## src/rtl/threshold_servo_ctrl_if.sv

```systemverilog
// ----------------------------------------------------------------------------
// threshold_servo_ctrl_if
//
// Purpose:
//   Carries the evaluated-sample stream from the threshold servo sequencer
//   to whatever consumes it (logger, host FIFO, LED debug block).
//   Each evaluated DAC code goes out on a plain valid/ready handshake.
//
// Signals:
//   sample_valid  producer -> consumer  a sample is pending
//   sample_ready  consumer -> producer  the consumer takes the sample this cycle
//   sample_code   producer -> consumer  the DAC code that was evaluated
//
// Modports:
//   master  the servo sequencer (drives valid/code, reads ready)
//   slave   the sample consumer (drives ready, reads valid/code)
// ----------------------------------------------------------------------------
interface threshold_servo_ctrl_if #(
    parameter int CODE_BITS = 10
) ();

    logic                 sample_valid;
    logic                 sample_ready;
    logic [CODE_BITS-1:0] sample_code;

    modport master (
        output sample_valid,
        output sample_code,
        input  sample_ready
    );

    modport slave (
        input  sample_valid,
        input  sample_code,
        output sample_ready
    );

endinterface

```

## src/rtl/threshold_servo_ctrl.sv

```systemverilog
// ----------------------------------------------------------------------------
// threshold_servo_ctrl
//
// Purpose:
//   Sequencer for the comparator threshold loop (threshold DAC -> LVDS
//   comparator -> window counter). After every DAC code change it waits a
//   settle interval so the window count reflects the new code, then evaluates
//   the count. The operating point is acquired by successive approximation
//   and then tracked by a deadband servo. Every evaluated code is published
//   on a valid/ready sample stream, and locked_o rises once the loop stays
//   inside the deadband for LOCK_COUNT consecutive evaluations.
//
// Build option:
//   SERVO_SAR_EN  when defined, start runs a CODE_BITS-step successive
//                 approximation before tracking. When undefined the SAR
//                 states do not exist and start drops straight into tracking
//                 from mid-scale.
//
// Ports:
//   clk          system clock
//   rst          synchronous active-high reset
//   enable_i     low forces IDLE (checked every cycle)
//   start_i      one-cycle pulse, begins or restarts acquisition
//   target_i     desired window count
//   deadband_i   allowed |count - target| while tracking
//   count_i      window count from the window counter
//   dac_code_o   registered DAC code
//   sample_if    evaluated-sample stream (master side)
//   overrun_o    sticky, a sample was dropped because the consumer stalled
//   locked_o     loop settled inside the deadband
//   state_o      state encoding for debug/LEDs
// ----------------------------------------------------------------------------
module threshold_servo_ctrl #(
    parameter int CODE_BITS     = 10,
    parameter int COUNT_BITS    = 10,
    parameter int SETTLE_CYCLES = 2048,
    parameter int STEP_SHIFT    = 4,
    parameter int LOCK_COUNT    = 4
) (
    input  logic                      clk,
    input  logic                      rst,
    input  logic                      enable_i,
    input  logic                      start_i,
    input  logic [COUNT_BITS-1:0]     target_i,
    input  logic [COUNT_BITS-1:0]     deadband_i,
    input  logic [COUNT_BITS-1:0]     count_i,
    output logic [CODE_BITS-1:0]      dac_code_o,
    threshold_servo_ctrl_if.master    sample_if,
    output logic                      overrun_o,
    output logic                      locked_o,
    output logic [2:0]                state_o
);

    typedef enum logic [2:0] {
        IDLE       = 3'd0,
        SAR_SETTLE = 3'd1,
        SAR_EVAL   = 3'd2,
        TRK_SETTLE = 3'd3,
        TRK_EVAL   = 3'd4
    } state_t;

    localparam int SC_W = (SETTLE_CYCLES > 1) ? $clog2(SETTLE_CYCLES) : 1;
    localparam int LC_W = $clog2(LOCK_COUNT + 1);
    localparam int SW   = ((CODE_BITS > COUNT_BITS + 1) ? CODE_BITS : COUNT_BITS + 1) + 1;

    localparam logic [SC_W-1:0]       SETTLE_RELOAD = SC_W'(SETTLE_CYCLES - 1);
    localparam logic [SC_W-1:0]       SC_ONE        = 1;
    localparam logic [LC_W-1:0]       LOCK_MAX      = LC_W'(LOCK_COUNT);
    localparam logic [LC_W-1:0]       LC_ONE        = 1;
    localparam logic [CODE_BITS-1:0]  MID_CODE      = {1'b1, {(CODE_BITS-1){1'b0}}};
    localparam logic [CODE_BITS-1:0]  MAX_CODE      = {CODE_BITS{1'b1}};
    localparam logic [COUNT_BITS:0]   ONE_STEP      = 1;

    state_t                 state_q, state_d;
    logic [SC_W-1:0]        settle_q, settle_d;
    logic [CODE_BITS-1:0]   code_q, code_d;
    logic [LC_W-1:0]        lockCnt_q, lockCnt_d;
    logic                   locked_q, locked_d;
    logic                   overrun_q, overrun_d;
    logic                   sampleValid_q, sampleValid_d;
    logic [CODE_BITS-1:0]   sampleCode_q, sampleCode_d;
    logic                   evalFire;
    logic                   sampleLoad;

    logic signed [COUNT_BITS:0] err;
    logic signed [COUNT_BITS:0] dbSigned;
    logic [COUNT_BITS:0]        errMag;
    logic [COUNT_BITS:0]        step;
    logic [SW-1:0]              codeExt;
    logic [SW-1:0]              stepExt;
    logic [SW-1:0]              codeUp;
    logic [SW-1:0]              codeDown;
    logic [CODE_BITS-1:0]       trkUp;
    logic [CODE_BITS-1:0]       trkDown;
    logic                       overBand;
    logic                       underBand;

`ifdef SERVO_SAR_EN
    localparam int TB_W = (CODE_BITS > 1) ? $clog2(CODE_BITS) : 1;
    localparam logic [TB_W-1:0] TB_MSB = TB_W'(CODE_BITS - 1);
    localparam logic [TB_W-1:0] TB_ONE = 1;

    logic [TB_W-1:0]       trialBit_q, trialBit_d;
    logic [CODE_BITS-1:0]  sarCode;

    // Successive-approximation step for the current trial bit. A higher code
    // lowers the count, so a count still above target means the code may stay
    // this high and the trial bit is kept; otherwise it is dropped. The next
    // lower bit is then set as the new trial.
    always_comb begin
        sarCode = code_q;
        if (!(count_i > target_i)) begin
            sarCode[trialBit_q] = 1'b0;
        end
        if (trialBit_q != '0) begin
            sarCode[trialBit_q - TB_ONE] = 1'b1;
        end
    end
`endif

    // Tracking arithmetic. The error is count minus target in one extra bit so
    // it can go negative. The step grows with the error magnitude so large
    // excursions are pulled in quickly while small ones move one LSB at a time.
    // Sums are formed in a wider word so clamping at full scale and at zero
    // never wraps.
    always_comb begin
        err      = $signed({1'b0, count_i}) - $signed({1'b0, target_i});
        dbSigned = $signed({1'b0, deadband_i});
        errMag   = err[COUNT_BITS] ? $unsigned(-err) : $unsigned(err);
        step     = (errMag >> STEP_SHIFT) + ONE_STEP;
        codeExt  = SW'(code_q);
        stepExt  = SW'(step);
        codeUp   = codeExt + stepExt;
        codeDown = codeExt - stepExt;
        trkUp    = (codeUp > SW'(MAX_CODE)) ? MAX_CODE : codeUp[CODE_BITS-1:0];
        trkDown  = (stepExt > codeExt) ? '0 : codeDown[CODE_BITS-1:0];
        overBand  = (err > dbSigned);
        underBand = (err < -dbSigned);
    end

    // Next-state and next-output logic. Priority is enable (forces IDLE),
    // then start (restart acquisition from mid-scale), then the normal
    // settle/evaluate sequence. The sample handshake is resolved at the end so
    // a pending sample can still drain while the sequencer is idle or
    // restarting.
    always_comb begin
        state_d       = state_q;
        settle_d      = settle_q;
        code_d        = code_q;
        lockCnt_d     = lockCnt_q;
        locked_d      = locked_q;
        overrun_d     = overrun_q;
        sampleValid_d = sampleValid_q;
        sampleCode_d  = sampleCode_q;
        evalFire      = 1'b0;
        sampleLoad    = 1'b0;
`ifdef SERVO_SAR_EN
        trialBit_d    = trialBit_q;
`endif

        if (!enable_i) begin
            state_d   = IDLE;
            lockCnt_d = '0;
            locked_d  = 1'b0;
        end else if (start_i) begin
            code_d    = MID_CODE;
            settle_d  = SETTLE_RELOAD;
            lockCnt_d = '0;
            locked_d  = 1'b0;
            overrun_d = 1'b0;
`ifdef SERVO_SAR_EN
            trialBit_d = TB_MSB;
            state_d    = SAR_SETTLE;
`else
            state_d    = TRK_SETTLE;
`endif
        end else begin
            case (state_q)
                IDLE: begin
                    state_d = IDLE;
                end
`ifdef SERVO_SAR_EN
                SAR_SETTLE: begin
                    if (settle_q == '0) begin
                        state_d = SAR_EVAL;
                    end else begin
                        settle_d = settle_q - SC_ONE;
                    end
                end
                SAR_EVAL: begin
                    evalFire = 1'b1;
                    settle_d = SETTLE_RELOAD;
                    code_d   = sarCode;
                    if (trialBit_q != '0) begin
                        trialBit_d = trialBit_q - TB_ONE;
                        state_d    = SAR_SETTLE;
                    end else begin
                        state_d    = TRK_SETTLE;
                    end
                end
`endif
                TRK_SETTLE: begin
                    if (settle_q == '0) begin
                        state_d = TRK_EVAL;
                    end else begin
                        settle_d = settle_q - SC_ONE;
                    end
                end
                TRK_EVAL: begin
                    evalFire = 1'b1;
                    settle_d = SETTLE_RELOAD;
                    state_d  = TRK_SETTLE;
                    if (overBand) begin
                        code_d    = trkUp;
                        lockCnt_d = '0;
                        locked_d  = 1'b0;
                    end else if (underBand) begin
                        code_d    = trkDown;
                        lockCnt_d = '0;
                        locked_d  = 1'b0;
                    end else begin
                        if (lockCnt_q < LOCK_MAX) begin
                            lockCnt_d = lockCnt_q + LC_ONE;
                        end
                        locked_d = (lockCnt_d >= LOCK_MAX);
                    end
                end
                default: begin
                    state_d = IDLE;
                end
            endcase
        end

        // A new sample may only replace the register when it is empty or
        // being drained this very cycle; otherwise the oldest sample is kept
        // and the drop is flagged.
        sampleLoad = !sampleValid_q || sample_if.sample_ready;
        if (evalFire) begin
            if (sampleLoad) begin
                sampleValid_d = 1'b1;
                sampleCode_d  = code_q;
            end else begin
                overrun_d     = 1'b1;
            end
        end else if (sampleValid_q && sample_if.sample_ready) begin
            sampleValid_d = 1'b0;
        end
    end

    // State and output registers with synchronous reset. Reset parks the DAC
    // at mid-scale so the comparator starts from a neutral threshold.
    always_ff @(posedge clk) begin
        if (rst) begin
            state_q       <= IDLE;
            settle_q      <= '0;
            code_q        <= MID_CODE;
            lockCnt_q     <= '0;
            locked_q      <= 1'b0;
            overrun_q     <= 1'b0;
            sampleValid_q <= 1'b0;
            sampleCode_q  <= '0;
`ifdef SERVO_SAR_EN
            trialBit_q    <= TB_MSB;
`endif
        end else begin
            state_q       <= state_d;
            settle_q      <= settle_d;
            code_q        <= code_d;
            lockCnt_q     <= lockCnt_d;
            locked_q      <= locked_d;
            overrun_q     <= overrun_d;
            sampleValid_q <= sampleValid_d;
            sampleCode_q  <= sampleCode_d;
`ifdef SERVO_SAR_EN
            trialBit_q    <= trialBit_d;
`endif
        end
    end

    assign dac_code_o             = code_q;
    assign sample_if.sample_valid = sampleValid_q;
    assign sample_if.sample_code  = sampleCode_q;
    assign overrun_o              = overrun_q;
    assign locked_o               = locked_q;
    assign state_o                = state_q;

endmodule

```

## src/flat_wrapper.sv

```systemverilog
// flat-port wrapper written by rule: the top's interface ports become plain ports
module threshold_servo_ctrl_flat 
#(
    parameter int CODE_BITS     = 10,
    parameter int COUNT_BITS    = 10,
    parameter int SETTLE_CYCLES = 2048,
    parameter int STEP_SHIFT    = 4,
    parameter int LOCK_COUNT    = 4
)
  (clk, rst, enable_i, start_i, target_i, deadband_i, count_i, dac_code_o, overrun_o, locked_o, state_o, sample_if_sample_valid, sample_if_sample_code, sample_if_sample_ready);
  threshold_servo_ctrl_if #(.CODE_BITS(CODE_BITS)) sample_if_i ();
  input  logic clk;
  input  logic rst;
  input  logic enable_i;
  input  logic start_i;
  input  logic [COUNT_BITS-1:0] target_i;
  input  logic [COUNT_BITS-1:0] deadband_i;
  input  logic [COUNT_BITS-1:0] count_i;
  output logic [CODE_BITS-1:0] dac_code_o;
  output logic overrun_o;
  output logic locked_o;
  output logic [2:0] state_o;
  output wire logic [$bits(sample_if_i.sample_valid)-1:0] sample_if_sample_valid;
  output wire logic [$bits(sample_if_i.sample_code)-1:0] sample_if_sample_code;
  input wire logic [$bits(sample_if_i.sample_ready)-1:0] sample_if_sample_ready;
  assign sample_if_sample_valid = sample_if_i.sample_valid;
  assign sample_if_sample_code = sample_if_i.sample_code;
  assign sample_if_i.sample_ready = sample_if_sample_ready;
  threshold_servo_ctrl #(.CODE_BITS(CODE_BITS), .COUNT_BITS(COUNT_BITS), .SETTLE_CYCLES(SETTLE_CYCLES), .STEP_SHIFT(STEP_SHIFT), .LOCK_COUNT(LOCK_COUNT)) u_core (.clk(clk), .rst(rst), .enable_i(enable_i), .start_i(start_i), .target_i(target_i), .deadband_i(deadband_i), .count_i(count_i), .dac_code_o(dac_code_o), .sample_if(sample_if_i), .overrun_o(overrun_o), .locked_o(locked_o), .state_o(state_o));
endmodule
```

## config.mk

```make
export PLATFORM = sky130hd
export DESIGN_NAME = threshold_servo_ctrl_flat
export DESIGN_NICKNAME = d
export VERILOG_FILES = /design/src/rtl/threshold_servo_ctrl_if.sv /design/src/rtl/threshold_servo_ctrl.sv /design/src/flat_wrapper.sv
export SDC_FILE = /design/constraint.sdc
export NUM_CORES = 1
export LEC_CHECK = 0
export ABC_AREA = 0
export ABC_CLOCK_PERIOD_IN_PS = 4800
export BUFFER_PORTS_ARGS = -buffer_cell sky130_fd_sc_hd__buf_2
export CAP_MARGIN = 25
export CELL_PAD_IN_SITES_DETAIL_PLACEMENT = 1
export CELL_PAD_IN_SITES_GLOBAL_PLACEMENT = 1
export CORE_AREA = 2 2 107 109
export CTS_CLUSTER_SIZE = 10
export DETAILED_ROUTE_END_ITERATION = 8
export DIE_AREA = 0 0 109 111
export GPL_ROUTABILITY_DRIVEN = 1
export PLACE_DENSITY_LB_ADDON = 0.12
export SLEW_MARGIN = 20
export SYNTH_ARGS = -nofsm -noshare
export SYNTH_HDL_FRONTEND = slang
export SYNTH_SLANG_ARGS = --single-unit
```

## constraint.sdc

```tcl
create_clock -name clk -period 4.8 [get_ports clk]
set_input_delay 0 -clock clk [delete_from_list [all_inputs] [get_ports clk]]
set_output_delay 0 -clock clk [all_outputs]
set_load 0.005 [all_outputs]
```

==> impl_metrics.sql, run 1 <==
INSERT INTO impl_metrics (metric_group, metric, value, unit) VALUES
('place', 'dp_hpwl', '10400', 'um'),
('setup_path', 'crit_path_max_fanout', '7', ''),
('setup_path', 'worstPathCellList', 'buf_2 > inv_1 > ha_1 > inv_1 > fa_1 > a21o_1 > a221oi_4 > o31ai_4 > clkinv_1 > and2_1 > xor2_2 > ha_2 > inv_1 > or4_1 > nor3_2 > a41o_1 > ha_1 > nand4b_1 > o221ai_1 > a21oi_1 > o31a_1 > a211oi_2 > a32o_1', ''),
('setup_path', 'critPathBufInv', '5', ''),
('place', 'number_of_buffers_added_on_ports', '60', ''),
('routing', 'finalWirelength', '12400', 'um'),
('die', 'dieArea', '0.0121', 'mm2'),
('cts', 'worstSkewPairLatency', '0.28', 'ns'),
('synth', 'synth_seq_area_share', '0.182', ''),
('setup_path', 'setup.worst_path.start_class', 'input pin', ''),
('cts', 'post-cts-setup-buffer-count', '0', ''),
('setup_path', 'r2r_cells', '9', ''),
('sta', 'final.setup_skew', '0.00513', 'ns'),
('die', 'num_io_pins', '61', ''),
('place', 'place.gp.congestion', '0.905', ''),
('layout', 'fin_cells', '748', ''),
('layout', 'commonest_cells_after_routing_fill_and_taps_aside', '60 x sky130_fd_sc_hd__buf_2, 57 x sky130_fd_sc_hd__ha_1, 55 x sky130_fd_sc_hd__nor2_1, 51 x sky130_fd_sc_hd__inv_1, 42 x sky130_fd_sc_hd__a21oi_1', ''),
('setup_path', 'cpLargestDelayFamily', 'compound AO/OA/AOI/OAI gates', ''),
('setup_path', 'worst-setup-path-type', 'input pin to flop', ''),
('die', 'placeableCoreArea', '0.0111', 'mm2'),
('global_routing', 'gr-usage-all-layers', '0.211', ''),
('global_routing', 'number_of_global_route_vias_before_repair', '4290', ''),
('layout', 'layout_commonest_cell', 'sky130_fd_sc_hd__buf_2', ''),
('die', 'initial_core_util', '0.377', ''),
('synth', 'post_synthesis_cell_type_count', '73', ''),
('setup_path', 'r2r_setup_slk', '2.11', 'ns'),
('cts', 'clock_sink_count', '38', ''),
('layout', 'nNetsFinal', '701', ''),
('synth', 'synthArstFlopShare', '0', ''),
('sta', 'final_min_period_over_clock_period', '0.937', ''),
('setup_path', 'cp-end-kind', 'flop', ''),
('worst_hold_path', 'min-delay-path-class', 'input pin to flop', ''),
('die', 'std_cell_rows', '39', ''),
('layout', 'n_antenna_cell', '0', ''),
('global_routing', 'grt_max_degree', '28', ''),
('global_routing', 'first_pass_grt_wire_length', '20800', 'um'),
('sta', 'worst_pin_slew', '0.667', 'ns'),
('sta', 'finalCriticalPeriod', '4.50', 'ns'),
('setup_path', 'cp_max_delay_cell', 'sky130_fd_sc_hd__or4_1', ''),
('synth', 'cells_after_synth', '537', ''),
('layout', 'filler_cell_count', '1376', ''),
('routing', 'dr_total_vias', '4112', ''),
('die', 'die_h', '111', 'um'),
('power_and_ir_drop', 'p_per_area', '357', 'mW/mm2'),
('sta', 'max_freq', '222', 'MHz'),
('worst_hold_path', 'worst_hold_path.endpoint', 'u_core.overrun_o', ''),
('setup_path', 'critical_path_required', '5.02', 'ns'),
('routing', 'viasPerCell', '5.50', ''),
('sta', 'maxSlewViolCount', '0', ''),
('synth', 'number_of_flops_mapped_to_enable_cells_by_yosys', '0', ''),
('global_routing', 'gr-total-overflow', '0', ''),
('cts', 'root_buffer', 'sky130_fd_sc_hd__clkbuf_16', ''),
('power_and_ir_drop', 'vdd_ir_drop_max', '0.000137', 'V'),
('setup_path', 'critical_path.max_stage_delay', '0.53', 'ns'),
('job', 'timing.max_cap.violations', '0', ''),
('setup_path', 'critical_path.reg2reg.startpoint', 'u_core.settle_q[0]', ''),
('cts', 'cts.path.max_buffers', '2', ''),
('synth', 'synthesis.area', '0.00418', 'mm2'),
('cts', 'cts_htree_levels', '2', ''),
('cts', 'cts_tree', 'built', ''),
('sta', 'timing.final.hold_violations', '0', ''),
('outcome', 'outcome', 'finished, final reports clean', ''),
('die', 'dieWidth', '109', 'um'),
('sta', 'fin_tns_setup', '0', 'ns'),
('worst_hold_path', 'startpoint_of_the_lowest_slack_hold_path', 'start_i', ''),
('routing', 'drc_errors', '0', ''),
('power_and_ir_drop', 'p_leak', '0.00225', 'uW'),
('cts', 'cts-buffers-inserted', '5', ''),
('layout', 'area.growth.synth_to_final', '18.0', '%'),
('setup_path', 'r2r-end', 'u_core.settle_q[8]', ''),
('synth', 'yosysWarningCount', '0', '');
[through the flow]
stage	setup WS, ns	hold WS [ns]	util	instance area, um2
after global routing	-0.0177	0.0491	0.445	4930
after CTS	0.117	0.0424	0.441	4890
after floorplan	0.216	0.101	-	4180
after global placement	0.108	0.268	0.425	4710
final	0.303	0.0424	0.445	4930
after detailed placement	-0.143	0.281	0.425	4710
[power breakdown]
group	leakage, uW	total, uW	internal, uW	switching [uW]
registers	0.000310	374	339	34.4
clock network	0.0000829	379	256	123
logic	0.00185	1010	420	588
[flip-flops by register name (all words and copies together) (netlist names)]
register                       flops
u_core.locked_o                    1
u_core.settle_q                   11
u_core.overrun_o                   1
u_core.sample_if.sample_code      10
u_core.sample_if.sample_valid      1
u_core.state_o                     2
u_core.lockCnt_q                   2
u_core.dac_code_o                 10
[Yosys cell counts (6+ instances only)]
library cell,n,area share
sky130_fd_sc_hd__a21oi_1,43,0.051
sky130_fd_sc_hd__clkbuf_1,12,0.011
sky130_fd_sc_hd__a31oi_1,7,0.010
sky130_fd_sc_hd__o21a_1,7,0.013
sky130_fd_sc_hd__ha_1,58,0.17
sky130_fd_sc_hd__xnor2_1,26,0.054
sky130_fd_sc_hd__nand2_1,23,0.021
sky130_fd_sc_hd__and3_1,9,0.013
sky130_fd_sc_hd__o21ai_0,23,0.028
sky130_fd_sc_hd__dfxtp_1,38,0.18
sky130_fd_sc_hd__nand3_1,10,0.012
sky130_fd_sc_hd__nor3_1,18,0.022
sky130_fd_sc_hd__nand4_1,6,0.0090
sky130_fd_sc_hd__inv_1,51,0.046
sky130_fd_sc_hd__a21o_1,10,0.018
sky130_fd_sc_hd__nor2b_1,14,0.021
sky130_fd_sc_hd__nor2_1,55,0.049
sky130_fd_sc_hd__xor2_1,11,0.023
[cell type report]
| class | count | area, um2 | share of cell area |
|---|---|---|---|
| clock buffers | 6 | 139 | 0.0282 |
| inverters | 53 | 199 | 0.0403 |
| flip-flops and latches | 38 | 761 | 0.154 |
| clock inverters | 1 | 30.0 | 0.00609 |
| repair buffers | 80 | 453 | 0.0918 |
| multi-input cells | 427 | 3170 | 0.643 |
| well taps | 143 | 179 | 0.0363 |
[per-layer routing]
metal / share of wire / global-route usage / up-vias
met5: 0 / 0 / -
met4: 0.015 / 0.0590 / 0
met3: 0.025 / 0.0200 / 17
met2: 0.53 / 0.389 / 73
met1: 0.43 / 0.254 / 1975
li1: - / - / 2047
[logic make-up (layout without fill, tap and decap cells)]
kind of cell               count (synthesis)  in the layout  share of synthesized area
AOI/OAI and AO/OA                        147            147                      0.252
xor gates and xnor gates                  38             38                     0.0814
adders and majority gates                 62             62                      0.190
buffers and inverters                     73            140                     0.0709
DFF                                       38             38                      0.182
muxes                                      5              5                     0.0120
other                                      2              3                    0.00180
and+or+nand+nor                          172            172                      0.210
[timing repair]
action | CTS | global route
hold endpoints to repair | 1 | 0
setup endpoints to repair | 0 | 10
hold buffers | 1 | 0
gates resized for setup | 0 | 9
[worst max-delay path by stage]
stage / from / slack [ns] / cells after the start / to
5_1_grt: count_i[0] / -0.02 / 23 / u_core.dac_code_o[7]
4_1_cts: count_i[0] / 0.12 / 23 / u_core.dac_code_o[5]
6_report: count_i[0] / 0.30 / 23 / u_core.dac_code_o[5]
3_5_place_dp: count_i[0] / -0.14 / 23 / u_core.dac_code_o[5]
2_1_floorplan: count_i[0] / 0.22 / 23 / u_core.dac_code_o[8]
3_3_place_gp: count_i[0] / 0.11 / 23 / u_core.dac_code_o[5]
Power figures use the tool's default switching activity.
==> run 2: changes to the inputs <==
Settings changed: CORE_AREA 2 2 107 109 to 2 2 77 152, DIE_AREA 0 0 109 111 to 0 0 79 154.
==> run 2 against run 1 <==
Against the previous run:
- register-to-register slack worse by 0.09 ns
- sequential power hardly changed
- clock power is 11% lower
- flip-flop and latch count stayed put
- routed wire length is 11% higher
- final cell count is 1.3% higher
- combinational power is 8% higher
- first-iteration DRC count stayed put
- worst setup slack better by 0.094 ns
- final area is 1.7% higher
- critical endpoint is now u_core.dac_code_o[4]
- highest routed layer unchanged
==> impl_metrics.sql, run 2 (same netlist as run 1, synthesis figures left out) <==
INSERT INTO impl_metrics (metric_group, metric, value, unit) VALUES
('outcome', 'outcome', 'finished, final reports clean', ''),
('sta', 'timing.final.hold_violations', '0', ''),
('cts', 'root_buffer', 'sky130_fd_sc_hd__clkbuf_16', ''),
('cts', 'cts.path.max_buffers', '2', ''),
('routing', 'drc_errors', '0', ''),
('cts', 'cts-buffers-inserted', '5', ''),
('die', 'dieWidth', '79', 'um'),
('routing', 'finalWirelength', '13700', 'um'),
('global_routing', 'grt_antenna_before_repair', '0', ''),
('place', 'dp_hpwl', '11800', 'um'),
('setup_path', 'worst-setup-path-type', 'input pin to flop', ''),
('cts', 'cts_htree_levels', '2', ''),
('setup_path', 'cp-end-kind', 'flop', ''),
('sta', 'max_freq', '227', 'MHz'),
('place', 'place.gp.congestion', '0.909', ''),
('sta', 'unrepaired_setup_endpoints_after_global_routing', 'no', ''),
('sta', 'final_min_period_over_clock_period', '0.917', ''),
('routing', 'viasPerCell', '5.63', ''),
('cts', 'cts_tree', 'built', ''),
('global_routing', 'gr-usage-all-layers', '0.229', ''),
('global_routing', 'first_pass_grt_wire_length', '21900', 'um'),
('routing', 'dr_total_vias', '4269', ''),
('cts', 'post-cts-setup-buffer-count', '0', ''),
('sta', 'finalSetupViolations', '0', ''),
('sta', 'finalCriticalPeriod', '4.40', 'ns'),
('power_and_ir_drop', 'p_per_area', '359', 'mW/mm2'),
('die', 'num_io_pins', '61', ''),
('power_and_ir_drop', 'total_power', '1800', 'uW'),
('cts', 'clock_transition_at_path_regs', '0.06', 'ns'),
('setup_path', 'setup.worst_path.start_class', 'input pin', ''),
('sta', 'relSlewSlack', '0.564', ''),
('place', 'placedInstanceArea', '0.00479', 'mm2'),
('power_and_ir_drop', 'vdd_ir_drop_max', '0.000323', 'V'),
('routing', 'drt_pass1_iterations', '4', ''),
('setup_path', 'crit_path_max_fanout', '7', ''),
('job', 'timing.max_cap.violations', '0', ''),
('setup_path', 'critical_path_required', '5.02', 'ns'),
('layout', 'commonest_cells_after_routing_fill_and_taps_aside', '60 x sky130_fd_sc_hd__buf_2, 57 x sky130_fd_sc_hd__ha_1, 55 x sky130_fd_sc_hd__nor2_1, 51 x sky130_fd_sc_hd__inv_1, 41 x sky130_fd_sc_hd__a21oi_1', ''),
('die', 'dieArea', '0.0122', 'mm2'),
('routing', 'avgRoutedWirePerCell', '18.1', 'um'),
('worst_hold_path', 'min-delay-path-class', 'input pin to flop', ''),
('layout', 'post_route_cells_drive_above_1_share', '0.204', ''),
('layout', 'largest_register', 'u_core.settle_q', ''),
('global_routing', 'number_of_global_route_vias_before_repair', '4623', ''),
('layout', 'design_area', '0.00502', 'mm2'),
('sta', 'maxSlewViolCount', '0', ''),
('power_and_ir_drop', 'p_leak', '0.00229', 'uW'),
('die', 'std_cell_rows', '54', ''),
('die', 'initial_core_util', '0.382', ''),
('layout', 'area.growth.synth_to_final', '20.0', '%'),
('layout', 'nNetsFinal', '713', ''),
('layout', 'largest_register_ff_count', '11', ''),
('global_routing', 'gr-total-overflow', '0', ''),
('global_routing', 'grt_max_degree', '28', ''),
('routing', 'first_iter_violations', '149', ''),
('die', 'die_h', '154', 'um'),
('layout', 'n_antenna_cell', '0', ''),
('routing', 'ant_nets', '0', ''),
('setup_path', 'arrival_time_of_data_at_the_critical_path_endpoint', '4.63', 'ns'),
('layout', 'layout_commonest_cell', 'sky130_fd_sc_hd__buf_2', ''),
('place', 'number_of_buffers_added_on_ports', '60', ''),
('die', 'placeableCoreArea', '0.0109', 'mm2'),
('sta', 'final.setup_skew', '0.0107', 'ns'),
('sta', 'worst_pin_slew', '0.655', 'ns'),
('cts', 'worstSkewPairLatency', '0.29', 'ns'),
('cts', 'clock_sink_count', '38', '');
-- run 2: cell count changes in the layout (fill, tap and decap cells not counted), sizes merged --
cell | before | now
buf | 79 | 91
bufinv | 1 | 0
clkinvlp | 0 | 1
clkinv | 1 | 2
-- run 2: layout make-up --
class | instances | area, um2
well taps | 140 | 175
inverters | 53 | 199
multi-input cells | 427 | 3190
fillers | 1392 | 5930
clock buffers | 6 | 139
repair buffers | 92 | 543
clock inverters | 2 | 12.5
flip-flops and latches | 38 | 761
-- run 2: final timing paths --
kind | from | to | slack (ns) | cells past startpoint
worst min-delay path | start_i | u_core.overrun_o | 0.04 | 2
worst max register to register | u_core.dac_code_o[0] | u_core.dac_code_o[8] | 2.02 | 10
worst min register to register | u_core.sample_if.sample_code[6] | u_core.sample_if.sample_code[6] | 0.48 | 2
worst max-delay path | count_i[0] | u_core.dac_code_o[4] | 0.40 | 23
-- run 2: timing repair --
item	CTS	global route
hold endpoints to repair	1	0
setup endpoints to repair	0	10
gates resized for setup	0	11
hold buffers	1	0
-- run 2: worst max-delay path, cell delays in order --
cell                       delay, ns
sky130_fd_sc_hd__buf_2          0.10
sky130_fd_sc_hd__inv_1          0.04
sky130_fd_sc_hd__ha_1           0.15
sky130_fd_sc_hd__inv_1          0.05
sky130_fd_sc_hd__fa_1           0.43
sky130_fd_sc_hd__a21o_1         0.25
sky130_fd_sc_hd__a221oi_4       0.32
sky130_fd_sc_hd__o31ai_4        0.12
sky130_fd_sc_hd__clkinv_1       0.11
sky130_fd_sc_hd__and2_1         0.16
sky130_fd_sc_hd__xor2_2         0.18
sky130_fd_sc_hd__ha_2           0.24
sky130_fd_sc_hd__inv_1          0.06
sky130_fd_sc_hd__or4_1          0.54
sky130_fd_sc_hd__nor3_2         0.16
sky130_fd_sc_hd__a41o_1         0.16
sky130_fd_sc_hd__ha_1           0.17
sky130_fd_sc_hd__inv_1          0.07
sky130_fd_sc_hd__a211oi_2       0.20
sky130_fd_sc_hd__o21ai_0        0.12
sky130_fd_sc_hd__o31a_2         0.45
sky130_fd_sc_hd__a211oi_4       0.34
sky130_fd_sc_hd__a32o_1         0.21
-- run 2: stage by stage --
stage / hold WS [ns] / std cells / setup slack (ns) / TNS, ns / util
floorplan: 0.101 / 538 / 0.216 / 0 / -
global placement: 0.267 / 749 / 0.134 / 0 / 0.438
detailed placement: 0.275 / 749 / -0.129 / -0.432 / 0.438
CTS: 0.0393 / 758 / 0.162 / 0 / 0.453
global route: 0.0662 / 758 / 0.0202 / 0 / 0.458
finish: 0.0380 / 758 / 0.397 / 0 / 0.458
-- run 2: metal layers --
layer	vias up	share of wire	wire length, um	GRT usage
li1	2066	-	-	-
met2	99	0.59	8060	0.474
met3	46	0.022	297	0.0158
met5	-	0	0	0
met1	2058	0.32	4370	0.186
met4	0	0.073	1000	0.168
-- run 2: where the power goes --
part / switching [uW] / leakage [uW] / internal (uW)
Combinational: 622 / 0.00191 / 466
Sequential: 33.6 / 0.000310 / 339
Clock: 132 / 0.0000729 / 206
Total: 788 / 0.00229 / 1010
